[config.mk]
export PLATFORM = sky130hd
export DESIGN_NAME = gray_sync_dec
export DESIGN_NICKNAME = d
export VERILOG_FILES = /design/src/rtl/gray_pkg.sv /design/src/rtl/sync_bus.sv /design/src/rtl/gray_sync_dec.sv
export SDC_FILE = /design/constraint.sdc
export NUM_CORES = 1
export LEC_CHECK = 0
export ABC_AREA = 0
export CORE_MARGIN = 5
export CORE_UTILIZATION = 55
export CTS_CLUSTER_SIZE = 12
export DETAILED_ROUTE_END_ITERATION = 16
export HOLD_SLACK_MARGIN = 0.06
export PLACE_DENSITY = 0.78
export SETUP_SLACK_MARGIN = 0.4
export SYNTH_ARGS = -nofsm -noshare
export SYNTH_HDL_FRONTEND = slang
export SYNTH_SLANG_ARGS = --single-unit
[constraint.sdc]
create_clock -name clk -period 3.3 [get_ports clk]
set_clock_uncertainty 0.15 [all_clocks]
set_input_delay 0.495 -clock clk [delete_from_list [all_inputs] [get_ports clk]]
set_output_delay 0.495 -clock clk [all_outputs]
set_load 0.005 [all_outputs]
[src/rtl/gray_pkg.sv]
// rtl/gray_pkg.sv - shared types and Gray-code helpers for gray_sync_dec
package gray_pkg;

    typedef enum logic [1:0] {
        S_FILL,
        S_TRACK,
        S_RESYNC
    } state_t;

    localparam int STABLE_CNT = 2;
    // Helpers work on a fixed wide word; callers zero-extend and truncate.
    localparam int GRAY_MAX_W = 32;

    function automatic logic [GRAY_MAX_W-1:0] gray2bin(input logic [GRAY_MAX_W-1:0] g);
        logic [GRAY_MAX_W-1:0] b;
        b[GRAY_MAX_W-1] = g[GRAY_MAX_W-1];
        for (int i = GRAY_MAX_W - 2; i >= 0; i--) begin
            b[i] = b[i+1] ^ g[i];
        end
        return b;
    endfunction

    function automatic logic onehot_diff(input logic [GRAY_MAX_W-1:0] a,
                                         input logic [GRAY_MAX_W-1:0] b);
        logic [GRAY_MAX_W-1:0] x;
        x = a ^ b;
        return (x != '0) && ((x & (x - GRAY_MAX_W'(1))) == '0);
    endfunction

endpackage

[src/rtl/sync_bus.sv]
// rtl/sync_bus.sv - multi-bit flop-chain synchronizer with async active-low reset
module sync_bus #(
    parameter int WIDTH       = 4,
    parameter int SYNC_STAGES = 2
) (
    input  logic             clk,
    input  logic             rst_n,
    input  logic [WIDTH-1:0] d,
    output logic [WIDTH-1:0] q
);

    logic [WIDTH-1:0] ff [SYNC_STAGES];

    always_ff @(posedge clk or negedge rst_n) begin
        if (!rst_n) begin
            for (int i = 0; i < SYNC_STAGES; i++) begin
                ff[i] <= '0;
            end
        end else begin
            ff[0] <= d;
            for (int i = 1; i < SYNC_STAGES; i++) begin
                ff[i] <= ff[i-1];
            end
        end
    end

    assign q = ff[SYNC_STAGES-1];

endmodule

[src/rtl/gray_sync_dec.sv]
// rtl/gray_sync_dec.sv - synchronize, check and decode an asynchronous Gray-coded bus
module gray_sync_dec
    import gray_pkg::*;
#(
    parameter int WIDTH       = 4,
    parameter int SYNC_STAGES = 2
) (
    input  logic             clk,
    input  logic             rst_n,
    input  logic [WIDTH-1:0] din,
    input  logic             clr,
    output logic [WIDTH-1:0] dout,
    output logic             valid,
    output logic             dir,
    output logic             err,
    output logic             err_sticky
);

    localparam int FW = $clog2(SYNC_STAGES + 1);

    logic [WIDTH-1:0] gs;
    logic [WIDTH-1:0] g_last;
    logic [WIDTH-1:0] cand;
    logic [WIDTH-1:0] gs_bin;
    logic [WIDTH-1:0] cand_bin;
    logic [FW-1:0]    fill_cnt;
    logic [1:0]       stab_cnt;
    logic             one_step;
    logic             err_set;
    state_t           state;

    sync_bus #(
        .WIDTH       (WIDTH),
        .SYNC_STAGES (SYNC_STAGES)
    ) u_sync (
        .clk   (clk),
        .rst_n (rst_n),
        .d     (din),
        .q     (gs)
    );

    assign gs_bin   = WIDTH'(gray2bin(GRAY_MAX_W'(gs)));
    assign cand_bin = WIDTH'(gray2bin(GRAY_MAX_W'(cand)));
    assign one_step = onehot_diff(GRAY_MAX_W'(gs), GRAY_MAX_W'(g_last));
    assign err_set  = (state == S_TRACK) && (gs != g_last) && !one_step;

    always_ff @(posedge clk or negedge rst_n) begin
        if (!rst_n) begin
            state      <= S_FILL;
            fill_cnt   <= '0;
            stab_cnt   <= '0;
            g_last     <= '0;
            cand       <= '0;
            dout       <= '0;
            valid      <= 1'b0;
            dir        <= 1'b0;
            err        <= 1'b0;
            err_sticky <= 1'b0;
        end else begin
            valid <= 1'b0;
            err   <= err_set;
            // A pending or just-issued error overrides a simultaneous clear.
            err_sticky <= err_set | err | (err_sticky & ~clr);
            case (state)
                S_FILL: begin
                    if (fill_cnt == FW'(SYNC_STAGES)) begin
                        g_last <= gs;
                        dout   <= gs_bin;
                        valid  <= 1'b1;
                        state  <= S_TRACK;
                    end else begin
                        fill_cnt <= fill_cnt + FW'(1);
                    end
                end
                S_TRACK: begin
                    if (one_step) begin
                        g_last <= gs;
                        dout   <= gs_bin;
                        valid  <= 1'b1;
                        dir    <= (gs_bin == dout + WIDTH'(1));
                    end else if (err_set) begin
                        cand     <= gs;
                        stab_cnt <= '0;
                        state    <= S_RESYNC;
                    end
                end
                S_RESYNC: begin
                    if (gs != cand) begin
                        cand     <= gs;
                        stab_cnt <= '0;
                    end else if (stab_cnt == 2'(STABLE_CNT - 1)) begin
                        g_last <= cand;
                        dout   <= cand_bin;
                        valid  <= 1'b1;
                        state  <= S_TRACK;
                    end else begin
                        stab_cnt <= stab_cnt + 2'd1;
                    end
                end
                default: state <= S_FILL;
            endcase
        end
    end

endmodule

==> key figures, run 1 <==
Floorplanning
  – Placeable core region: 2730 sq um
  – Cell Rows: 19
  – I/O pin count: 15
  – Width of the chip: 63.3 um
  – Effective utilization at floorplan: 57.2%
  – Die Y: 63.3 um
  – Area of the die: 4010 sq um

Final layout
  – Nets@finish: 155
  – Post-Route Utilization: 64.0%
  – Layout cell share with drive strength beyond 1: 15.8%
  – Number of filler cells placed in the layout: 216
  – Most frequent standard cell in the layout excluding fill and tap cells: sky130_fd_sc_hd__dfrtp_1
  – Ant diodes: 0
  – Sequential cell area: 726 sq um
  – Area growth from synthesis to final layout: 11.8%
  – Highest-count cells in the layout ignoring fill and taps: sky130_fd_sc_hd__dfrtp_1 (29), sky130_fd_sc_hd__clkdlybuf4s50_1 (14), sky130_fd_sc_hd__xnor2_1 (12)
  – Multi-input gate area in the final layout: 767 sq um
  – Final design instance area without fill: 1750 sq um

Flow run
  – Max-capacitance violation count: 0

CTS
  – Clock tree from TritonCTS: yes
  – Total CTS buffers: 5
  – Post-CTS setup buffer count: 0
  – Number of buffers inserted by hold repair at cts: 0
  – Clock tree root driver cell: sky130_fd_sc_hd__clkbuf_4
  – Buffer levels on the longest clock path: 2
  – Maximum level of the CTS H-tree: 2
  – Clock Latency Late Sink: 340 ps
  – Clock edge transition at the registers on the reported setup and hold paths: 100 ps
  – Number of clock sinks: 29
  – Post-cts resize count: 0

Pwr
  – Tot Pwr: 1.72 mW
  – Leakage power: 0.754 nW
  – Ratio of total power to cell area: 980 nW/um^2
  – Highest ir drop seen on vdd: 572 uV

Worst setup path
  – Top cell family by delay on the critical path: simple AND/OR/NAND/NOR gates
  – CP Buf/Inv Count: 0
  – Startpoint type of the worst setup path: register
  – Highest-delay cell along the critical path: sky130_fd_sc_hd__nor4_2
  – Worst-path cell chain: xor2_1 > nor4_2 > a32oi_4 > o21ai_4 > mux2_4
  – Kind of end point of the critical path: register
  – CP Max Fanout: 9
  – Biggest cell delay along the critical path: 550 ps
  – Critical path type: register to register
  – Arrival time at the worst endpoint: 2400 ps
  – Worst EP required: 3360 ps

Synth
  – Post-Syn Area: 1560 sq um
  – Xor and xnor fraction of the mapped netlist area: 14.4%
  – Gate Count Post-Synth: 129
  – Leading post-synthesis cells by cell area: sky130_fd_sc_hd__dfrtp_1 (46%), sky130_fd_sc_hd__mux2_4 (6.7%), sky130_fd_sc_hd__xnor2_1 (6.7%), sky130_fd_sc_hd__mux2_1 (5.8%), sky130_fd_sc_hd__xor2_1 (5.6%)
  – Per-instance average area after synthesis: 12.1 sq um
  – Synthesized Nets: 139
  – Synth area leader: sky130_fd_sc_hd__dfrtp_1
  – Flop and latch count out of synthesis: 29
  – Post-synthesis adder-cell area fraction: 3.12%
  – Warnings from Yosys: 0
  – Yosys top cell area share: 46.4%
  – Number of distinct standard cells referenced by the synthesized netlist: 37
  – Fraction of the yosys area taken by sequential cells: 46.4%
  – Compound-gate portion of the synthesized area: 9.84%
  – Multiplexer share of the synthesized area: 13.1%
  – Combinational family with the most area after synthesis: XOR/XNOR gates
  – Area share of and/or/nand/nor cells after synthesis: 8.56%

STA
  – Setup repair after global routing missed its margin: false
  – Max_slew headroom: 59.9%
  – Sum Neg Setup Slack: 0 ps
  – Final-report max-slew violation count: 0
  – Final period demand of the worst path: 2330 ps
  – Fmax achieved: 0.429 GHz
  – Measured slew at the worst slew-check pin: 602 ps
  – Total setup violations reported at the end of the flow: 0
  – Share of the clock period used by the worst path after layout: 70.6%
  – Hold violation count in the final report: 0

Drt
  – Via Count: 1010
  – Residual DRC: 0
  – Final routed wire length divided by cell count: 16.1 um
  – Detailed Routing Iterations Pass 1: 4
  – Number of nets with antenna violations after detailed routing: 0
  – 1st-iter DRT viols: 30
  – Routed vias/inst: 5.71
  – WL final: 2850 um

GRT
  – Global Route Usage Sum: 16.2%
  – Number of global-route vias before repair: 1046
  – Wire length of the first global-routing pass: 4970 um
  – Initial antenna violation count: 0
  – Maximum number of pins on one net before global-route repair: 30
  – Leftover overflow at the end of global routing: 0

Place
  – Post-placement cell area: 1700 sq um
  – HPWL after DPL: 2060 um
  – GP Congestion: 0.836
  – Count of buffers from port buffering: 14

Outcome
  – Outcome: finished, final reports clean

Worst hold path
  – Worst Hold Class: register to register
[cell usage after synthesis (all sizes together)]
| cell | number |
|---|---|
| mux2 | 15 |
| inv | 5 |
| nor2b | 1 |
| a211oi | 1 |
| buf | 5 |
| a211o | 1 |
| nor3 | 1 |
| o211ai | 1 |
| nand2 | 9 |
| dfrtp | 29 |
| o41ai | 1 |
| mux2i | 1 |
| nand4 | 1 |
| nand3b | 1 |
| nor4 | 3 |
| or2 | 1 |
| ha | 3 |
| clkbuf | 1 |
| maj3 | 1 |
| xnor2 | 13 |
| xor2 | 11 |
| a32oi | 1 |
| o22ai | 1 |
| or3 | 1 |
| o21ai | 7 |
| nand2b | 2 |
| a21oi | 4 |
| a221oi | 1 |
| nor2 | 6 |
| a21o | 1 |
[logic make-up after synthesis]
kind of cell	Yosys count
AO/OA/AOI/OAI	19
buffers and inverters	11
AND/OR/NAND/NOR	26
XOR/XNOR	24
flip-flops	29
multiplexers	16
adder cells (fa/ha/maj)	4
[final timing paths]
check	startpoint	end	slack, ps	depth (start not counted)
min in group asynchronous	rst_n	dout[1]	380	2
min	u_sync.ff[5]	u_sync.q[1]	190	0
max	u_sync.q[1]	g_last[2]	970	5
max reg2reg	u_sync.q[1]	g_last[2]	970	5
max in group asynchronous	rst_n	fill_cnt[1]	2330	2
min reg2reg	u_sync.ff[5]	u_sync.q[1]	190	0
[registers in the layout, indices dropped and copies added (netlist names)]
signal	flops
g_last	3
stab_cnt	2
u_sync.q	4
dir	1
state	2
err_sticky	1
err	1
u_sync.ff	4
valid	1
cand	4
dout	4
fill_cnt	2
[layout make-up]
cell class	count	area share, %
clock inverters	2	0.572
clock buffers	6	2.36
well taps	31	2.22
repair buffers	15	8.44
flip-flops and latches	29	41.5
inverters	5	1.07
multi-input cells	89	43.8
[per-layer routing]
layer	wire length (um)	track usage, %	up-vias
met5	0	0	-
met4	84	10.1	0
met3	159	4.62	10
met1	1210	19.6	500
li1	-	-	475
met2	1400	25.0	25
[where the power goes]
| group | leakage [nW] | internal (mW) | switching (mW) | total [mW] |
|---|---|---|---|---|
| logic | 0.374 | 0.483 | 0.427 | 0.909 |
| registers | 0.348 | 0.474 | 0.130 | 0.603 |
| clock network | 0.0320 | 0.0809 | 0.121 | 0.202 |
| total | 0.753 | 1.04 | 0.678 | 1.72 |
[per-stage QoR]
stage                     instances  hold WS, ps  setup slack, ps
final                           177          190              969
after global routing            177          209              857
after CTS                       177          196              963
after detailed placement        169          186              979
after global placement          169          184             1080
after floorplan                 129         49.4             1300
Note: power is estimated with default switching activity, not from simulation.
==> run 2: changes to the inputs <==
--- a/config.mk
+++ b/config.mk
@@ -7,11 +7,11 @@
 export LEC_CHECK = 0
 export ABC_AREA = 0
 export CORE_MARGIN = 5
-export CORE_UTILIZATION = 55
+export CORE_UTILIZATION = 50
 export CTS_CLUSTER_SIZE = 12
 export DETAILED_ROUTE_END_ITERATION = 16
 export HOLD_SLACK_MARGIN = 0.06
-export PLACE_DENSITY = 0.78
+export PLACE_DENSITY = 0.75
 export SETUP_SLACK_MARGIN = 0.4
 export SYNTH_ARGS = -nofsm -noshare
 export SYNTH_HDL_FRONTEND = slang
==> constraint.sdc (replaced) <==
create_clock -name clk -period 2.1 [get_ports clk]
set_clock_uncertainty 0.15 [all_clocks]
set_input_delay 0.315 -clock clk [delete_from_list [all_inputs] [get_ports clk]]
set_output_delay 0.315 -clock clk [all_outputs]
set_load 0.005 [all_outputs]
==> run 2 against run 1 <==
Total power up 82%. Critical path depth did not move. Register-to-register slack lost 890 ps. Core utilization rose by 2.4 points. First-iteration DRC count is 6.7% higher. Combinational power grew 100%. Count of clock-buffer cells in the layout grew 1. Via count is 4.5% higher. Worst setup slack got worse by 890 ps. Die area up 8.4%.
==> key figures, run 2 (synthesis results as in run 1) <==
GRT
  – Global Route Usage Sum: 16.3% (was 16.2%)
  – Wire length of the first global-routing pass: 5320 um (was 4970 um)
  – Number of global-route vias before repair: 1140 (was 1046)
  – Maximum number of pins on one net before global-route repair: 30 (unchanged)
  – Initial antenna violation count: 0 (unchanged)
  – Leftover overflow at the end of global routing: 0 (unchanged)

STA
  – Worst path setup slack after routing: 83.6 ps (was 969 ps)
  – Total setup violations reported at the end of the flow: 0 (unchanged)
  – Final period demand of the worst path: 2020 ps (was 2330 ps)
  – Hold violation count in the final report: 0 (unchanged)
  – Measured slew at the worst slew-check pin: 367 ps (was 602 ps)
  – Fmax achieved: 0.496 GHz (was 0.429 GHz)
  – Share of the clock period used by the worst path after layout: 96.0% (was 70.6%)
  – Final-report max-slew violation count: 0 (unchanged)
  – Setup repair after global routing missed its margin: true (was false)
  – Max_slew headroom: 75.4% (was 59.9%)

Drt
  – WL final: 2990 um (was 2850 um)
  – Final routed wire length divided by cell count: 14.4 um (was 16.1 um)
  – Number of nets with antenna violations after detailed routing: 0 (unchanged)
  – Routed vias/inst: 5.10 (was 5.71)
  – Via Count: 1055 (was 1010)
  – Detailed Routing Iterations Pass 1: 4 (unchanged)
  – Residual DRC: 0 (unchanged)
  – 1st-iter DRT viols: 32 (was 30)

Place
  – Placed Cells: 187 (was 169)
  – GP Congestion: 0.882 (was 0.836)
  – Count of buffers from port buffering: 14 (unchanged)
  – Post-placement cell area: 1780 sq um (was 1700 sq um)
  – HPWL after DPL: 2020 um (was 2060 um)
  – Worst setup slack before clock tree synthesis: -42.9 ps (was 979 ps)

Final layout
  – Multi-input gate area in the final layout: 842 sq um (was 767 sq um)
  – Final design instance area without fill: 2010 sq um (was 1750 sq um)
  – Highest-count cells in the layout ignoring fill and taps: sky130_fd_sc_hd__dfrtp_1 (22), sky130_fd_sc_hd__buf_4 (18), sky130_fd_sc_hd__mux2_4 (10) (was sky130_fd_sc_hd__dfrtp_1 (29), sky130_fd_sc_hd__clkdlybuf4s50_1 (14), sky130_fd_sc_hd__xnor2_1 (12))
  – Number of filler cells placed in the layout: 247 (was 216)
  – Post-route insts no fill: 207 (was 177)
  – Area growth from synthesis to final layout: 28.5% (was 11.8%)
  – Sequential cell area: 734 sq um (was 726 sq um)
  – Nets@finish: 173 (was 155)
  – Layout cell share with drive strength beyond 1: 35.6% (was 15.8%)
  – Most frequent standard cell in the layout excluding fill and tap cells: sky130_fd_sc_hd__dfrtp_1 (unchanged)
  – Ant diodes: 0 (unchanged)

CTS
  – Buffer levels on the longest clock path: 2 (unchanged)
  – Clock tree from TritonCTS: yes (unchanged)
  – Number of clock sinks: 29 (unchanged)
  – Maximum level of the CTS H-tree: 2 (unchanged)
  – Clock tree root driver cell: sky130_fd_sc_hd__clkbuf_4 (unchanged)
  – Total CTS buffers: 5 (unchanged)
  – Clock Latency Late Sink: 330 ps (was 340 ps)
  – Clock edge transition at the registers on the reported setup and hold paths: 70 ps (was 100 ps)
  – Number of buffers inserted by hold repair at cts: 0 (unchanged)

Worst setup path
  – Arrival time at the worst endpoint: 2070 ps (was 2400 ps)
  – RR Startpoint: u_sync.q[3] (was u_sync.q[1])
  – CP Max Fanout: 6 (was 9)
  – Highest-delay cell along the critical path: sky130_fd_sc_hd__dfrtp_2 (was sky130_fd_sc_hd__nor4_2)
  – Biggest cell delay along the critical path: 500 ps (was 550 ps)
  – Startpoint type of the worst setup path: register (unchanged)
  – Worst EP required: 2150 ps (was 3360 ps)
  – Worst-path cell chain: xnor2_2 > maj3_2 > a211o_1 > nand2_2 > mux2_1 (was xor2_1 > nor4_2 > a32oi_4 > o21ai_4 > mux2_4)
  – Source of the critical timing path: u_sync.q[3] (was u_sync.q[1])
  – Kind of end point of the critical path: register (unchanged)
  – Critical path type: register to register (unchanged)

Floorplanning
  – Cell Rows: 20 (was 19)
  – Effective utilization at floorplan: 51.7% (was 57.2%)
  – Area of the die: 4350 sq um (was 4010 sq um)
  – Placeable core region: 3030 sq um (was 2730 sq um)
  – Width of the chip: 65.9 um (was 63.3 um)
  – Die Y: 65.9 um (was 63.3 um)
  – I/O pin count: 15 (unchanged)

Outcome
  – Outcome: finished, final reports clean (unchanged)

Pwr
  – Fraction of power spent switching nets: 37.5% (was 39.5%)
  – Leakage power: 0.916 nW (was 0.754 nW)
  – Logic pwr share: 59.0% (was 53.0%)
  – Clock share of power: 10.7% (was 11.8%)
  – Sequential share of power: 30.3% (was 35.2%)
  – Net switching component of the power: 1.17 mW (was 0.678 mW)
  – Highest ir drop seen on vdd: 826 uV (was 572 uV)
  – Internal power: 1.95 mW (was 1.04 mW)
  – Tot Pwr: 3.12 mW (was 1.72 mW)
  – Ratio of total power to cell area: 1550 nW/um^2 (was 980 nW/um^2)

Worst hold path
  – Beginning of the worst hold path: u_sync.ff[6] (was u_sync.ff[5])
  – Worst Hold Class: register to register (unchanged)

Flow run
  – Max-capacitance violation count: 0 (unchanged)
run 2: worst max-delay path: cells and delay by family, from the launching register on:
| kind | cells | cell delay, ps |
|---|---|---|
| AOI/OAI and AO/OA | 1 | 280 |
| adders and majority gates | 1 | 310 |
| xor gates and xnor gates | 1 | 180 |
| and+or+nand+nor | 1 | 140 |
| muxes | 1 | 340 |
| DFF | 1 | 500 |
run 2: repair_timing:
item	in CTS	in global routing
gates resized for setup	9	11
endpoints found under the setup margin	22	22
pin swaps	7	5
buffers inserted	12	1
run 2: final timing paths:
path,end,slack [ps],cells past startpoint
worst max-delay path,cand[2],80,5
worst min-delay path,u_sync.q[2],200,0
worst max register to register,cand[2],80,5
worst min register to register,u_sync.q[2],200,0
max in group asynchronous,cand[0],1290,2
min in group asynchronous,dout[2],210,2
run 2: stage by stage:
step / hold slack (ps) / util (%) / setup TNS (ps)
after floorplan: -131 / - / 0
after global placement: 183 / 58.8 / -10.3
after detailed placement: 187 / 58.8 / -215
after CTS: 206 / 64.7 / 0
after global routing: 212 / 66.4 / 0
final: 201 / 66.4 / 0
run 2: layout make-up:
type,instances,area share (%)
Clock buffer,7,2.74
Timing Repair Buffer,33,15.1
Inverter,5,0.934
Multi-Input combinational cell,89,41.9
Tap cell,44,2.74
Sequential cell,29,36.6
run 2: per-layer routing:
layer  global-route usage (%)  wire (um)
met1                     19.1       1350
met5                        0          0
met3                     5.10        145
met2                     27.7       1440
met4                     6.09         51
run 2: power groups by stage:
stage / Combinational [mW] / Clock (mW) / Sequential (mW)
final: 1.84 / 0.334 / 0.945
after global routing: 1.98 / 0.393 / 0.976
after CTS: 1.76 / 0.355 / 0.936
after detailed placement: 1.50 / 0 / 0.962
after global placement: 1.45 / 0 / 0.949
after floorplan: 1.13 / 0 / 0.915
==> run 3: changes to the inputs <==
--- a/config.mk
+++ b/config.mk
@@ -7,11 +7,11 @@
 export LEC_CHECK = 0
 export ABC_AREA = 0
 export CORE_MARGIN = 5
-export CORE_UTILIZATION = 50
+export CORE_UTILIZATION = 40
 export CTS_CLUSTER_SIZE = 12
 export DETAILED_ROUTE_END_ITERATION = 16
 export HOLD_SLACK_MARGIN = 0.06
-export PLACE_DENSITY = 0.75
+export PLACE_DENSITY = 0.62
 export SETUP_SLACK_MARGIN = 0.4
 export SYNTH_ARGS = -nofsm -noshare
 export SYNTH_HDL_FRONTEND = slang
==> run 3 against run 2 <==
Cell count grew 1.9%. Critical path depth is the same. Via count is 1.2% lower. Register-to-register slack hardly changed. Total power up 1.9%. Routed wire length grew 0.67%. Worst setup slack worse by 9.2 ps. Combinational power down 3%. Highest routed layer unchanged.
==> key figures, run 3 (synthesis results as in run 1) <==
Drt
  – Routed vias/inst: 4.94 (was 5.10)
  – Number of nets with antenna violations after detailed routing: 0 (unchanged)
  – Via Count: 1042 (was 1055)
  – Residual DRC: 0 (unchanged)
  – 1st-iter DRT viols: 21 (was 32)
  – Final routed wire length divided by cell count: 14.3 um (was 14.4 um)
  – WL final: 3010 um (was 2990 um)
  – Detailed Routing Iterations Pass 1: 4 (unchanged)

Final layout
  – Highest-count cells in the layout ignoring fill and taps: sky130_fd_sc_hd__dfrtp_1 (22), sky130_fd_sc_hd__buf_4 (15), sky130_fd_sc_hd__xnor2_1 (10), sky130_fd_sc_hd__clkdlybuf4s50_1 (10) (was sky130_fd_sc_hd__dfrtp_1 (22), sky130_fd_sc_hd__buf_4 (18), sky130_fd_sc_hd__mux2_4 (10))
  – Post-route insts no fill: 211 (was 207)
  – Layout cell share with drive strength beyond 1: 31.9% (was 35.6%)
  – Nets@finish: 172 (was 173)
  – Ant diodes: 0 (unchanged)
  – Number of filler cells placed in the layout: 318 (was 247)
  – Area growth from synthesis to final layout: 31.5% (was 28.5%)
  – Most frequent standard cell in the layout excluding fill and tap cells: sky130_fd_sc_hd__dfrtp_1 (unchanged)

CTS
  – Clock tree from TritonCTS: yes (unchanged)
  – Clock Latency Late Sink: 280 ps (was 330 ps)
  – Total CTS buffers: 5 (unchanged)
  – Clock tree root driver cell: sky130_fd_sc_hd__clkbuf_8 (was sky130_fd_sc_hd__clkbuf_4)
  – Number of clock sinks: 29 (unchanged)
  – Maximum level of the CTS H-tree: 2 (unchanged)
  – Buffer levels on the longest clock path: 2 (unchanged)
  – Clock edge transition at the registers on the reported setup and hold paths: 60 ps (was 70 ps)

STA
  – Max_slew headroom: 75.0% (was 75.4%)
  – Final-report max-slew violation count: 0 (unchanged)
  – Setup repair after global routing missed its margin: true (unchanged)
  – Hold violation count in the final report: 0 (unchanged)
  – Fmax achieved: 0.494 GHz (was 0.496 GHz)
  – Share of the clock period used by the worst path after layout: 96.5% (was 96.0%)
  – Measured slew at the worst slew-check pin: 375 ps (was 367 ps)
  – Total setup violations reported at the end of the flow: 0 (unchanged)
  – Final period demand of the worst path: 2030 ps (was 2020 ps)

Worst setup path
  – Startpoint type of the worst setup path: register (unchanged)
  – Capture instance of the worst register-to-register path: cand[2] (unchanged)
  – Worst EP required: 2110 ps (was 2150 ps)
  – Critical path type: register to register (unchanged)
  – Worst setup slack for register-to-register paths: 70 ps (was 80 ps)
  – CP Max Fanout: 5 (was 6)
  – Reg2Reg Depth: 5 (unchanged)
  – Kind of end point of the critical path: register (unchanged)
  – Arrival time at the worst endpoint: 2030 ps (was 2070 ps)
  – RR Startpoint: u_sync.q[3] (unchanged)

Flow run
  – Max-capacitance violation count: 0 (unchanged)

Place
  – HPWL after DPL: 2050 um (was 2020 um)
  – Count of buffers from port buffering: 14 (unchanged)
  – Placed Cells: 194 (was 187)
  – GP Congestion: 0.739 (was 0.882)

Pwr
  – Highest ir drop seen on vdd: 583 uV (was 826 uV)
  – Ratio of total power to cell area: 1550 nW/um^2 (about the same)
  – Leakage power: 0.895 nW (was 0.916 nW)
  – Tot Pwr: 3.18 mW (was 3.12 mW)

GRT
  – Initial antenna violation count: 0 (unchanged)
  – Global Route Usage Sum: 13.1% (was 16.3%)
  – Maximum number of pins on one net before global-route repair: 30 (unchanged)
  – Leftover overflow at the end of global routing: 0 (unchanged)
  – Number of global-route vias before repair: 1079 (was 1140)
  – Wire length of the first global-routing pass: 5190 um (was 5320 um)

Worst hold path
  – Hold path endpoint: u_sync.q[3] (was u_sync.q[2])
  – Worst hold stages: 0 (unchanged)
  – Beginning of the worst hold path: u_sync.ff[7] (was u_sync.ff[6])
  – Worst Hold Class: register to register (unchanged)

Floorplanning
  – Cell Rows: 22 (was 20)
  – I/O pin count: 15 (unchanged)
  – Placeable core region: 3720 sq um (was 3030 sq um)
  – Width of the chip: 72.5 um (was 65.9 um)
  – Area of the die: 5260 sq um (was 4350 sq um)
  – Die Y: 72.5 um (was 65.9 um)
  – Effective utilization at floorplan: 42.1% (was 51.7%)

Outcome
  – Outcome: finished, final reports clean (unchanged)
-- run 3: cell types whose count changed in the layout (fill, tap and decap cells not counted), sizes merged --
cell,previous run,this run
buf,19,18
clkbuf,7,8
clkdlybuf4s50,9,10
dlymetal6s2s,4,3
-- run 3: how the worst max path moves through the flow --
stage	slack, ps	end	start	depth (start not counted)
2_1_floorplan	130	dout[0]	u_sync.q[1]	6
3_3_place_gp	60	g_last[2]	u_sync.q[1]	5
3_5_place_dp	-50	dout[2]	u_sync.q[1]	5
4_1_cts	80	dout[2]	u_sync.q[3]	7
5_1_grt	9	cand[3]	dout[3]	5
6_report	70	cand[2]	u_sync.q[3]	5
-- run 3: metal layers --
layer	global-route usage, %	up-vias	part of all wire (%)
li1	-	509	-
met1	15.7	506	43
met2	21.6	20	51
met3	3.60	7	4.5
met4	6.56	0	1.6
met5	0	-	0
-- run 3: metrics by stage --
step           util (%)  hold WS, ps  setup TNS, ps  worst slack [ps]  cell area [sq um]
5_1_grt            55.4          200              0              9.12               2060
3_3_place_gp       48.6          183              0              63.0               1810
3_5_place_dp       48.6          187           -279             -46.4               1810
6_report           55.4          197              0              74.4               2060
4_1_cts            53.2          200              0              77.3               1980
2_1_floorplan         -         -131              0               126               1600
-- run 3: what timing repair did --
item                                    in CTS  in global routing
endpoints found under the setup margin      20                 21
hold buffers                                 0                  0
pin swaps                                    6                  2
resized for setup                           12                  9
buffers inserted                             4                  5
-- run 3: area by class of cell --
cell class                      count  area (sq um)  area share [%]
Multi-Input combinational cell     89           862            41.9
Sequential cell                    29           734            35.7
Timing Repair Buffer               32           302            14.7
Clock buffer                        8          80.1            3.89
Tap cell                           48          60.1            2.92
Inverter                            5          18.8           0.912
-- run 3: critical path, cell delays in order, from the launching register on --
cell and delay [ps]:
sky130_fd_sc_hd__dfrtp_2 490, sky130_fd_sc_hd__xnor2_4 170, sky130_fd_sc_hd__maj3_2 330, sky130_fd_sc_hd__a211o_1 300, sky130_fd_sc_hd__nand2_2 120, sky130_fd_sc_hd__mux2_1 330
-- run 3: power breakdown --
part | switching [mW] | internal [mW]
clock network | 0.200 | 0.235
registers | 0.213 | 0.753
logic | 0.769 | 1.01
total | 1.18 | 2.00
